`config.mk`:
```
export PLATFORM = sky130hd
export DESIGN_NAME = perf_counter_bank
export DESIGN_NICKNAME = d
export VERILOG_FILES = /design/src/rtl/perf_counter_bank.sv
export SDC_FILE = /design/constraint.sdc
export NUM_CORES = 1
export LEC_CHECK = 0
export CORE_ASPECT_RATIO = 1.1
export CORE_MARGIN = 2
export CORE_UTILIZATION = 40
export CTS_CLUSTER_SIZE = 14
export DETAILED_ROUTE_END_ITERATION = 16
export MAX_ROUTING_LAYER = met4
export PLACE_DENSITY_LB_ADDON = 0.12
export SLEW_MARGIN = 20
export SYNTH_ARGS = -nofsm -noshare
export SYNTH_HDL_FRONTEND = slang
export SYNTH_SLANG_ARGS = --single-unit
```
`constraint.sdc`:
```
create_clock -name clk -period 3.3 [get_ports clk]
set_clock_uncertainty 0.15 [all_clocks]
set_input_delay 0.33 -clock clk [delete_from_list [all_inputs] [get_ports clk]]
set_output_delay 0.33 -clock clk [all_outputs]
set_load 0.1 [all_outputs]
```
`src/rtl/perf_counter_bank.sv`:
```
// ---------------------------------------------------------------------------
// perf_counter_bank
//   Bank of NUM_CH independent event counters, each CNT_W bits wide, with a
//   per-channel wrap/saturate mode, sticky overflow flags, a global freeze,
//   per-channel synchronous clear and a one-shot snapshot into shadow
//   registers. A single read port returns either the live or the shadow
//   value of one channel one cycle after the request.
//
// Ports
//   clk          clock, all state updates on the rising edge
//   rst          asynchronous active-low reset
//   event_i      per-channel event pulse (one count per asserted cycle)
//   enable_i     per-channel count enable
//   sat_mode_i   per-channel mode: 1 = saturate, 0 = wrap
//   freeze_i     global count inhibit
//   clear_i      per-channel synchronous clear of count and overflow flag
//   snap_i       copy every live counter and flag into its shadow register
//   rd_req_i     read request, accepted every cycle
//   rd_sel_i     read channel index
//   rd_src_i     read source: 0 = live, 1 = shadow
//   rd_valid_o   read response valid (one cycle after the request)
//   rd_data_o    read data, 0 when not valid or index out of range
//   rd_ovf_o     overflow flag of the channel read
//   ovf_o        sticky per-channel overflow flags
// ---------------------------------------------------------------------------

// One counter channel: live count, sticky overflow and its shadow copy.
module perf_counter_ch #(
    parameter int CNT_W = 32
) (
    input  logic             clk,
    input  logic             rst,
    input  logic             i_inc,
    input  logic             i_clear,
    input  logic             i_sat,
    input  logic             i_snap,
    output logic [CNT_W-1:0] o_cnt,
    output logic             o_ovf,
    output logic [CNT_W-1:0] o_shd_cnt,
    output logic             o_shd_ovf
);

    logic [CNT_W-1:0] r_cnt;
    logic             r_ovf;
    logic [CNT_W-1:0] r_shd_cnt;
    logic             r_shd_ovf;
    logic             w_at_max;

    assign w_at_max = &r_cnt;

    always_ff @(posedge clk or negedge rst) begin
        if (!rst) begin
            r_cnt     <= '0;
            r_ovf     <= 1'b0;
            r_shd_cnt <= '0;
            r_shd_ovf <= 1'b0;
        end else begin
            // Shadow takes the pre-edge value, so a same-cycle clear or
            // increment is not visible in the snapshot.
            if (i_snap) begin
                r_shd_cnt <= r_cnt;
                r_shd_ovf <= r_ovf;
            end
            if (i_clear) begin
                r_cnt <= '0;
                r_ovf <= 1'b0;
            end else if (i_inc) begin
                if (w_at_max) begin
                    r_ovf <= 1'b1;
                    if (!i_sat)
                        r_cnt <= '0;
                end else begin
                    r_cnt <= r_cnt + 1'b1;
                end
            end
        end
    end

    assign o_cnt     = r_cnt;
    assign o_ovf     = r_ovf;
    assign o_shd_cnt = r_shd_cnt;
    assign o_shd_ovf = r_shd_ovf;

endmodule

module perf_counter_bank #(
    parameter int NUM_CH = 8,
    parameter int CNT_W  = 32,
    localparam int SEL_W = (NUM_CH > 1) ? $clog2(NUM_CH) : 1
) (
    input  logic              clk,
    input  logic              rst,
    input  logic [NUM_CH-1:0] event_i,
    input  logic [NUM_CH-1:0] enable_i,
    input  logic [NUM_CH-1:0] sat_mode_i,
    input  logic              freeze_i,
    input  logic [NUM_CH-1:0] clear_i,
    input  logic              snap_i,
    input  logic              rd_req_i,
    input  logic [SEL_W-1:0]  rd_sel_i,
    input  logic              rd_src_i,
    output logic              rd_valid_o,
    output logic [CNT_W-1:0]  rd_data_o,
    output logic              rd_ovf_o,
    output logic [NUM_CH-1:0] ovf_o
);

    logic [NUM_CH-1:0]            w_inc;
    logic [NUM_CH-1:0][CNT_W-1:0] w_live;
    logic [NUM_CH-1:0][CNT_W-1:0] w_shd;
    logic [NUM_CH-1:0]            w_live_ovf;
    logic [NUM_CH-1:0]            w_shd_ovf;
    logic [CNT_W-1:0]             w_rd_data;
    logic                         w_rd_ovf;

    logic                         r_rd_valid;
    logic [CNT_W-1:0]             r_rd_data;
    logic                         r_rd_ovf;

    // Clear priority is resolved inside each channel.
    assign w_inc = event_i & enable_i & {NUM_CH{~freeze_i}};

    for (genvar g = 0; g < NUM_CH; g++) begin : g_ch
        perf_counter_ch #(.CNT_W(CNT_W)) u_ch (
            .clk       (clk),
            .rst       (rst),
            .i_inc     (w_inc[g]),
            .i_clear   (clear_i[g]),
            .i_sat     (sat_mode_i[g]),
            .i_snap    (snap_i),
            .o_cnt     (w_live[g]),
            .o_ovf     (w_live_ovf[g]),
            .o_shd_cnt (w_shd[g]),
            .o_shd_ovf (w_shd_ovf[g])
        );
    end

    // Select-by-match: an index with no matching channel falls through to
    // the zero default, which covers rd_sel_i >= NUM_CH.
    always_comb begin
        w_rd_data = '0;
        w_rd_ovf  = 1'b0;
        for (int i = 0; i < NUM_CH; i++) begin
            if (rd_sel_i == SEL_W'(i)) begin
                w_rd_data = rd_src_i ? w_shd[i]     : w_live[i];
                w_rd_ovf  = rd_src_i ? w_shd_ovf[i] : w_live_ovf[i];
            end
        end
    end

    // Data is zeroed on idle cycles so the bus is 0 whenever valid is low.
    always_ff @(posedge clk or negedge rst) begin
        if (!rst) begin
            r_rd_valid <= 1'b0;
            r_rd_data  <= '0;
            r_rd_ovf   <= 1'b0;
        end else begin
            r_rd_valid <= rd_req_i;
            r_rd_data  <= rd_req_i ? w_rd_data : '0;
            r_rd_ovf   <= rd_req_i & w_rd_ovf;
        end
    end

    assign rd_valid_o = r_rd_valid;
    assign rd_data_o  = r_rd_data;
    assign rd_ovf_o   = r_rd_ovf;
    assign ovf_o      = w_live_ovf;

endmodule

```
* Word-level counts from Yosys, hierarchy flattened *
Index checks and enable logic that the tools add are counted.

operators by class
  $add $sub $neg = 8
  eq/ne operators = 15
  muxes and demuxes = 89
  bitwise operators = 4
  reductions and logical operators = 41

operators with widths
  kind                                            number
  two-way mux 32 bit                              49
  adder 32 x 1 -> 32 bit (second input constant)  8
  AND reduction 32 bit                            8
  two-way mux 1 bit                               40
  AND reduction 2 bit                             16
  nonzero test 2 bit                              16
  inequality test 3 bit (second input constant)   8
  AND 8 bit                                       2
  == test 3 bit (second input constant)           4
  == test 3 x 2 -> 1 bit (second input constant)  2
  == test 3 x 1 -> 1 bit (second input constant)  1
  logical NOT 3 bit                               1
  AND 1 bit                                       1
  NOT 1 bit                                       1

word-level totals
  register bits after elaboration = 562
  logic and storage cells = 192

* Longest topological paths before layout *
  depth after elaboration = 10
  gate-level depth with buffers = 8
  depth with buffers taken out = 7

* Hierarchy *
A second synthesis with hierarchy kept.

unflattened totals
  cell total of the unflattened synthesis = 3103
  area, all modules = 31896.8 um^2

by module, submodules not included
  module                              instances  cells each  area each (um^2)
  perf_counter_ch (g_ch[3].u_ch ...)  5          292         3223.1
  perf_counter_ch (g_ch[0].u_ch ...)  3          292         3211.8
  perf_counter_bank                   1          767         6145.9

* Least setup slack after synthesis *
No wires, ideal clock.

  path type = input to register
  from = input rd_src_i
  to = register r_rd_data[13] (netlist: rd_data_o[13])
  arrival = 2196 ps
  slack = 828 ps
  cell stages on the path = 7
  path buffers = 4
  cells stage by stage = clkbuf_1 -> buf_2 -> clkbuf_1 -> buf_1 -> mux2i_1 -> o22ai_1 -> o311a_1

between the ends
  cells in the longest elaborated chain, start to end = 10
  elaborated cells on any way between the ends = 17
  those cells by class = mux: 17

ends and longest elaborated chain
  item                             RTL line  source
  start, declared                  101       input logic rd_src_i,
  two-way mux 32 bit               145       w_rd_data = rd_src_i ? w_shd[i] : w_live[i];
  two-way mux 32 bit (7 in a row)  144       if (rd_sel_i == SEL_W'(i)) begin
  two-way mux 32 bit *             144
  two-way mux 32 bit *             159       r_rd_data <= rd_req_i ? w_rd_data : '0;
  end signal, assigned             159
  end, declared                    117       logic [CNT_W-1:0] r_rd_data;

Every way passes the cells marked *; elsewhere a longest branch is shown, timed or not.
A chain may end at the register's enable or synchronous reset.

* Worst setup path after layout *
  from = register g_ch[7].u_ch.r_cnt[0]
  to = register g_ch[7].u_ch.r_cnt[15]

between the ends
  cells in the longest elaborated chain, start to end = 4
  elaborated cells on any way between the ends = 7
  those cells by class = add/sub: 1; eq/ne: 1; mux: 3; reduce/logical: 2

ends and longest elaborated chain
  item                                                                   RTL line  source
  start, declared                                                        43        logic [CNT_W-1:0] r_cnt;
  start signal, assigned                                                 73        r_cnt <= r_cnt + 1'b1;
  adder 32 x 1 -> 32 bit / AND reduction 32 bit (equally long branches)  73, 49
  two-way mux 32 bit                                                     68        if (w_at_max) begin
  two-way mux 32 bit                                                     67        end else if (i_inc) begin
  two-way mux 32 bit                                                     64        if (i_clear) begin

Parallel ways exist; a longest one is shown, timed or not. The select of a mux whose other input is x is not followed.

==> metrics.md <==
| Metric | Value |
|---|---|
| Status | finished, final reports clean |
| CTS clk-pin slew, worst paths | 60 ps |
| Post-Synth XOR/XNOR Area | 4.89% |
| Worst Path Arrival | roughly 3200 ps |
| Worst R2R End | g_ch[7].u_ch.o_cnt[15]$_DFFE_PN0P_ |
| VDD IR max | around 0.00035 V |
| Final setup violation count | 0 |
| P_int | approximately 12 mW |
| Leak pwr | 15.0 nW |
| Post-synth cell types | 78 |
| Mux contribution to synthesized area | between 15 and 20% |
| Fin Setup TNS | 0 ps |
| Syn Area/Cell | approximately 11 µm² |
| Register area | 0.0141 mm² |
| Gate Count Post-Synth | between 2k and 3k |
| Combinational family with the most area after synthesis | multiplexers |
| Post-Synthesis Cell Area | a little under 0.03 mm² |
| WS Path Type | flip-flop to flip-flop |
| Multi-input logic area | around 0.015 mm² |
| Slew headroom | between 30% and 40% |
| Synthesis Warnings | 0 |
| Number of max-cap violations | 0 |
| Fill cells | roughly 6.8k |
| Clock power frac | about 48% |
| Kind of end point of the critical path | flip-flop |
| Final net count | about 2.9k |
| Clk_lat worst skew | about 600 ps |
| Pins over their slew limit | 0 |
| Final period util | a little under nine tenths |
| Sequential fraction of the synthesis area | between 40 and 50% |
| Worst-path cell chain | ha_1, nand3_1, or4_1, nand4b_1, nand3b_1, xor2_1, nor2_1 |
| Pin count of the biggest net entering global routing | approximately 110 |
| Critical-path top delay cell | nand4b_1 |
| Worst EP required | between 3000 and 4000 ps |
| Adder-cell share of the synthesized area | 0.339% |
| Layout area overhead | 15.2% |
| Vias per Instance | ~6 |
| Core ar. | 0.0731 mm² |
| Worst reg2reg path depth | 7 |
| Slew @ Worst Pin | about 990 ps |
| H-tree levels | 3 |
| Clock Path Buffers | 3 |
| Psw | between 3 and 4 mW |
| Layout cells sized above 1 | 19.9% |
| Compound-Gate Fraction of Synth Area | around 8.4% |
| Input/output buffers | ~80 |
| WL/cell | about 24 µm |
| Detailed Route WL | 94,700 µm |
| Reg-to-Reg Start | g_ch[7].u_ch.o_cnt[0]$_DFFE_PN0P_ |
| Main synth FF type | dfrtp_1 |
| Worst min path class | input pin to async pin |
| Rows | ~100 |
| Vias | 22.7k |
| Final HPWL DP | 69,600 µm |
| CTS buffer count | about 70 |
| Number of global-route vias before repair | around 22k |
| Die area | between 0.07 and 0.08 mm² |
| Async SR Flop Fraction | 100% |
| Wire length of the first global-routing pass | 144,000 µm |
| Post-Synth Simple-Gate Area | between 10% and 20% |
| IO Count | 83 |
| Die H | ~290 µm |
| DRC viols | 0 |
| Max Clock Freq | 0.351 GHz |
| RD Place Congestion | between 0.9 and 1 |
| R2r setup slk | between 400 and 500 ps |
| Gr usage total | between 20% and 30% |
| Grt ovf | 0 |
| RSZ-0062 raised after global routing | no |
| Drt pass-1 iters | 8 |
| Initial antenna violation count | 1 |
| CTS tree | done |
| Final min period | roughly 2800 ps |
| Power share of the sequential group | 45.2% |
| Final Power | about 15 mW |
| Sw frac | 24.1% |
| Crit path max fanout | 14 |
| Crit-path max cell delay | approximately 660 ps |
| Logic pwr share | under 10% |
| Final hold vios | 0 |
| Mapped Nets | about 2.8k |
| Clk sinks | about 560 |
| Die X-Extent | 263 µm |
| Number of enable flip-flop cells after synthesis | 0 |
| CTS root buf | clkbuf_16 |
| Critical Path Source Type | flip-flop |
| DRT antenna net count | 0 |
| Starting Density | between 40% and 50% |
| Register bit total from synthesis | 562 |
| Cell Pwr Density | 454 mW/mm² |
| Iteration-0 DRC Markers | around 1.9k |
-- cell type report --
type	instances	area share (%)
clock inverters	23	0.599
clock buffers	96	5.91
inverters	21	0.232
multi-input cells	2019	43.0
flip-flops and latches	562	41.3
repair buffers	192	5.46
well taps	954	3.51
diodes	1	0.00735
-- registers in the layout (all words and copies together), names as in the netlist --
register and count:
rd_data_o 32, rd_ovf_o 1, rd_valid_o 1, g_ch.u_ch.o_shd_cnt 256, g_ch.u_ch.o_ovf 8, g_ch.u_ch.o_cnt 256
g_ch.u_ch.o_shd_ovf 8
-- power groups by stage --
stage                     registers, mW  logic, mW  clock network (mW)
after floorplan                    7.18      0.467                   0
after global placement             7.11      0.990                   0
after detailed placement           7.11      0.996                   0
after CTS                          6.99       1.00                7.69
after global routing               6.99       1.06                7.98
final                              6.99      0.987                7.48
-- how the worst max path moves through the flow --
stage	start	endpoint	slack, ps
after floorplan	rd_src_i	rd_data_o[13]$_DFF_PN0_	830
after global placement	rd_sel_i[2]	rd_data_o[28]$_DFF_PN0_	330
after detailed placement	rd_sel_i[2]	rd_data_o[28]$_DFF_PN0_	190
after CTS	g_ch[7].u_ch.o_cnt[0]$_DFFE_PN0P_	g_ch[7].u_ch.o_cnt[15]$_DFFE_PN0P_	460
after global routing	g_ch[5].u_ch.o_cnt[0]$_DFFE_PN0P_	g_ch[5].u_ch.o_cnt[17]$_DFFE_PN0P_	220
final	g_ch[7].u_ch.o_cnt[0]$_DFFE_PN0P_	g_ch[7].u_ch.o_cnt[15]$_DFFE_PN0P_	450
-- repair_timing --
action,4_1_cts,5_1_grt
endpoints found under the hold margin,186,0
hold buffers,1,0
setup endpoints to repair,0,0
setup buffers,0,0
gates resized for setup,0,0
-- synth_stat cells, types with 11 or more instances --
master      n  area [µm²]
o311ai_0   15         131
o22ai_1    66         413
mux4_2     13         293
buf_1      14        52.6
mux2_2    285        3210
dfrtp_1   562       14100
and4_1     26         228
nand3b_1   14         105
nor4_1     35         219
xor2_1     89         780
nand4_1    83         519
o221ai_1   15         131
o31a_1     14         123
xnor2_1    76         666
nor3_1     62         310
o311a_1    20         200
clkbuf_1  129         484
o31ai_1    11        82.6
and2_1     12        75.1
a21oi_1    47         235
o21ai_0    67         335
or3_1      25         156
nor2_1    292        1100
inv_1      21        78.8
mux2i_1   219        2190
a221oi_1   20         175
nand3_1   138         691
buf_2      25         125
a31oi_1    31         194
nand2_1   178         668
and3_1     40         250
buf_4      16         120
-- worst max-delay path, delay by kind of cell, from the launching register on --
kind          cells  cell delay, ps
flops             1             460
xor+xnor          1             170
simple gates      5            1650
fa+ha+maj         1             290
-- through the flow --
stage	instance area [µm²]	setup WS (ps)	std cells	utilization (%)	hold WS, ps
floorplan	29500	828	2788	-	-116
global placement	31800	329	3747	43.5	160
detailed placement	31800	190	3747	43.5	162
CTS	34000	458	3867	46.5	118
global route	34000	217	3868	46.5	139
finish	34000	452	3868	46.5	129
-- layout by cell type, fill, tap and decap left out, drive strengths merged, types with 52 or more instances in the layout --
cell / synthesis / layout
nor3: 64 / 64
xnor2: 76 / 76
xor2: 89 / 89
buf: 56 / 139
clkbuf: 130 / 96
clkdlybuf4s50: 0 / 52
mux2: 285 / 285
o22ai: 66 / 66
nand2: 178 / 178
o21ai: 68 / 68
nand4: 83 / 83
nand3: 138 / 138
dfrtp: 562 / 562
nor2: 293 / 293
mux2i: 219 / 219
-- layer usage --
metal,part of all wire (%),track usage [%],vias up
met5,0,-,-
met4,3.6,9.51,0
met2,47,40.3,560
li1,-,-,10400
met1,45,34.2,11700
met3,4.8,3.35,128
-- logic make-up after synthesis --
| kind of cell | after synthesis |
|---|---|
| flip-flops | 562 |
| buffers and inverters | 207 |
| adder cells (fa/ha/maj) | 8 |
| multiplexers | 517 |
| AND/OR/NAND/NOR | 968 |
| AO/OA/AOI/OAI | 361 |
| XOR/XNOR | 165 |
Power figures use the tool's default switching activity.
